$ cat config.mk
export PLATFORM = sky130hd
export DESIGN_NAME = nonce_issue
export DESIGN_NICKNAME = d
export VERILOG_FILES = /design/src/rtl/nonce_issue.sv
export SDC_FILE = /design/constraint.sdc
export NUM_CORES = 1
export LEC_CHECK = 0
export ABC_AREA = 1
export CAP_MARGIN = 15
export CORE_ASPECT_RATIO = 0.8
export CORE_MARGIN = 8
export CORE_UTILIZATION = 37
export DETAILED_ROUTE_END_ITERATION = 8
export DONT_BUFFER_PORTS = 1
export PLACE_DENSITY_LB_ADDON = 0.15
export SLEW_MARGIN = 30
export SYNTH_ARGS = -nofsm -noshare
export SYNTH_HDL_FRONTEND = slang
export SYNTH_SLANG_ARGS = --single-unit
$ cat constraint.sdc
create_clock -name clk -period 6.5 [get_ports clk]
set_input_delay 1.625 -clock clk [delete_from_list [all_inputs] [get_ports clk]]
set_output_delay 1.625 -clock clk [all_outputs]
set_load 0.05 [all_outputs]
$ cat src/rtl/nonce_issue.sv
// Work-range nonce issuer: latches a header word and nonce range, emits one nonce per cycle,
// then signals done once the last nonce has had time to drain through the hash pipeline.
module nonce_issue #(
    parameter int unsigned CNT_W      = 32,
    parameter int unsigned PIPE_DEPTH = 96
) (
    input  logic             clk,
    input  logic             rst,
    input  logic             valid,
    input  logic [63:0]      m04Base,
    input  logic [CNT_W-1:0] nonceStart,
    input  logic [CNT_W-1:0] nonceEnd,
    input  logic             hold,
    output logic             vldOut,
    output logic [63:0]      m04Out,
    output logic             busy,
    output logic             done
);

    localparam int unsigned DRAIN_W = (PIPE_DEPTH > 1) ? $clog2(PIPE_DEPTH) : 1;

    // Masks split the 64-bit word into the pass-through header bits and the counted field;
    // with CNT_W=64 the header part is empty and HI_MASK is all zeros.
    localparam logic [63:0]        LO_MASK    = {64{1'b1}} >> (64 - CNT_W);
    localparam logic [63:0]        HI_MASK    = ~LO_MASK;
    localparam logic [DRAIN_W-1:0] DRAIN_INIT = DRAIN_W'(PIPE_DEPTH - 1);

    typedef enum logic [1:0] {
        StIdle,
        StRun,
        StDrain
    } state_e;

    state_e             state_q;
    logic [CNT_W-1:0]   cnt_q;
    logic [CNT_W-1:0]   end_q;
    logic [63:0]        base_hi_q;
    logic [DRAIN_W-1:0] drain_q;

    assign busy = (state_q != StIdle);

    always_ff @(posedge clk or posedge rst) begin
        if (rst) begin
            state_q   <= StIdle;
            cnt_q     <= '0;
            end_q     <= '0;
            base_hi_q <= '0;
            drain_q   <= '0;
            vldOut    <= 1'b0;
            m04Out    <= '0;
            done      <= 1'b0;
        end else begin
            vldOut <= 1'b0;
            done   <= 1'b0;
            if (valid) begin
                // New work aborts whatever range was in flight, including a pending done.
                base_hi_q <= m04Base & HI_MASK;
                cnt_q     <= nonceStart;
                end_q     <= nonceEnd;
                state_q   <= StRun;
            end else begin
                case (state_q)
                    StRun: begin
                        if (!hold) begin
                            vldOut <= 1'b1;
                            m04Out <= base_hi_q | 64'(cnt_q);
                            if (cnt_q == end_q) begin
                                state_q <= StDrain;
                                drain_q <= DRAIN_INIT;
                            end else begin
                                cnt_q <= cnt_q + 1'b1;
                            end
                        end
                    end
                    StDrain: begin
                        if (drain_q != '0) begin
                            drain_q <= drain_q - 1'b1;
                        end else begin
                            done    <= 1'b1;
                            state_q <= StIdle;
                        end
                    end
                    default: ;
                endcase
            end
        end
    end

endmodule

==> results.json <==
{
  "outcome": "completed",
  "post-cts-setup-buffers": 0,
  "slew_viol_final": 0,
  "rows": 49,
  "multi_input_area_mm2": 0.003372,
  "path_clk_slew_ns": 0.07,
  "dieWidth_um": 183.1,
  "drt-vias-per-instance": 4.768,
  "worstReg2RegStart": "state_q[0]",
  "syn_area_mm2": 0.008267,
  "grt_antenna_before_repair": 1,
  "ys_ff_latch": 171,
  "gp_congestion": 0.8675,
  "reg2reg_to": "m04Out[1]",
  "tritoncts": "yes",
  "drive_gt1_frac": 0.06629,
  "p_clk_frac": 0.376,
  "die_area_mm2": 0.02741,
  "cp_common_cell": "nor2_4",
  "p_comb_frac": 0.106,
  "final_hold_viol_count": 0,
  "crit_required_ns": 6.78,
  "io_pins": 199,
  "critPathArrivalTime_ns": 3.28,
  "wirelength_um": 22760,
  "antennaDiodeCount": 0,
  "insertion_delay_ns": 0.44,
  "min_path_type": "register to register",
  "final_nets": 1177,
  "p_int_w": 0.001917,
  "crit_type": "input port to register",
  "ys_types": 29,
  "cts.sinks": 171,
  "r2r_cells": 10,
  "fp.dieH_um": 149.7,
  "crit_start": "hold",
  "grt_max_degree": 149,
  "wire_per_inst_um": 16.71,
  "synth_nets": 1196,
  "cp_slowest_cell": "buf_4",
  "grt_pass1_vias": 6245,
  "register_area_mm2": 0.004279,
  "n_fill_cell": 2353,
  "powerDensity_mw_per_mm2": 322.2,
  "cp-start-kind": "input port",
  "drtAntennaViolNets": 0,
  "io_buffers": 0,
  "drv_cap": 0,
  "rsz0062_at_grt": "false",
  "setup_viol": 0,
  "dp.cells": 1330,
  "grt_pass1_wl_um": 35860,
  "core_mm2": 0.02219,
  "via_count": 6494,
  "dp.final_hpwl_um": 16090,
  "min_from": "drain_q[1]",
  "worst_pin_slew_ns": 0.7850,
  "drcViolationCount": 0,
  "power_w": 0.002926,
  "root_buffer": "clkbuf_16",
  "layout_common_cells": "nand2_1, dfrtp_1, o21ai_0",
  "utilization": 0.4091,
  "min_period_ns": 3.007,
  "ir_drop_mv": 0.1691,
  "power_switching_w": 0.001009,
  "worstSetupEndpointType": "register",
  "final_cells": 1362,
  "seqPwrFrac": 0.518,
  "reg2reg_slack_ns": 4.09,
  "min_to": "drain_q[1]",
  "cp_max_fo": 89,
  "area_delta_synth_final_pct": 9.838,
  "path_delay_family": "buffers and inverters",
  "synth_seq_area_share": 0.5176,
  "drt_iter0_markers": 574,
  "layout_commonest_cell": "nand2_1",
  "overflow": 0,
  "slew_headroom": 0.4767,
  "crit_buf_inv": 3,
  "cts_hold_buf": 0,
  "grtUsageTotal": 0.1690,
  "initial_core_util": 0.3725,
  "cts_buffers": 17,
  "first_pass_iters": 5,
  "finClkSkew_ns": 0.005276,
  "synth_area_per_cell_um2": 7.784,
  "hold_depth": 2,
  "cts_buffer_depth": 2,
  "yosysWarnings": 0,
  "htree_levels": 4,
  "ctsResizeCount": 0,
  "min_period_over_period": 0.4627,
  "fmax_mhz": 332.5,
  "swShare": 0.3449,
  "critical_path.cell_chain": "nor2_4, inv_2, nor2_4, clkinv_2, buf_4, nand2_1, o21ai_0",
  "max_stage_delay_ns": 0.51,
  "finalSetupTns_ns": 0,
  "p_leak_nw": 4.415,
  "syn_inst": 1062
}
metal layers:
layer	global-route usage	part of all wire
met4	0.04545	0.014
met2	0.2504	0.43
met3	0.04975	0.067
met5	0	0.00053
met1	0.2373	0.49
tightest hold or removal path, delay by kind of cell (launching register included):
kind,cells,cell delay (ns)
DFF,1,0.34
and+or+nand+nor,2,0.10
power by group through the flow:
| stage | clock network, W | registers (W) | logic [W] |
|---|---|---|---|
| finish | 0.00110 | 0.00152 | 0.000310 |
| detailed placement | 0 | 0.00154 | 0.000313 |
| CTS | 0.00113 | 0.00152 | 0.000315 |
| global placement | 0 | 0.00154 | 0.000307 |
| global route | 0.00117 | 0.00154 | 0.000368 |
| floorplan | 0 | 0.00150 | 0.000263 |
registers in the layout (all words and copies together), names as in the netlist:
| name | cells |
|---|---|
| vldOut | 1 |
| cnt_q | 32 |
| drain_q | 7 |
| base_hi_q | 32 |
| m04Out | 64 |
| end_q | 32 |
| done | 1 |
| state_q | 2 |
synth_stat cells (all sizes together):
library cell / instances / share of area
nor3: 9 / 0.0067
nand3: 54 / 0.033
o21ai: 140 / 0.091
nand2: 434 / 0.20
nand4: 11 / 0.0083
a21oi: 3 / 0.0018
xor2: 4 / 0.0042
o31ai: 4 / 0.0036
ha: 2 / 0.0030
or2: 3 / 0.0023
clkbuf: 25 / 0.013
buf: 16 / 0.016
xnor2: 21 / 0.022
nor2: 63 / 0.031
inv: 101 / 0.046
dfrtp: 171 / 0.52
nand3b: 1 / 0.00091
layout make-up:
class                           instances  area share
Inverter                              101     0.04272
Clock buffer                           18     0.04837
Timing Repair Buffer                    3    0.003858
Multi-Input combinational cell        749      0.3714
Tap cell                              306     0.04217
Sequential cell                       171      0.4713
Clock inverter                         14     0.02026
per-stage QoR:
| step | hold slack (ns) | worst slack, ns | area, µm² |
|---|---|---|---|
| detailed placement | 0.4599 | 3.010 | 8454 |
| global placement | 0.4571 | 3.038 | 8454 |
| global route | 0.5086 | 3.242 | 9080 |
| floorplan | 0.4419 | 0.2432 | 8267 |
| CTS | 0.4761 | 3.458 | 9077 |
| finish | 0.4739 | 3.493 | 9080 |
how the worst max path moves through the flow:
| stage | end | slack (ns) | cells past startpoint |
|---|---|---|---|
| 2_1_floorplan | base_hi_q[32] | 0.24 | 1 |
| 3_3_place_gp | m04Out[1] | 3.04 | 7 |
| 3_5_place_dp | m04Out[57] | 3.01 | 6 |
| 4_1_cts | m04Out[57] | 3.46 | 6 |
| 5_1_grt | m04Out[1] | 3.24 | 7 |
| 6_report | m04Out[1] | 3.49 | 7 |
cells by family after synthesis:
logic type,after synthesis,share of synthesized area
compound gates,147,0.09611
xor+xnor,25,0.02649
fa+ha+maj,2,0.003027
buf+inv,142,0.07447
flops,171,0.5176
simple gates,575,0.2823
No activity file was read; power rests on OpenSTA's default activity.
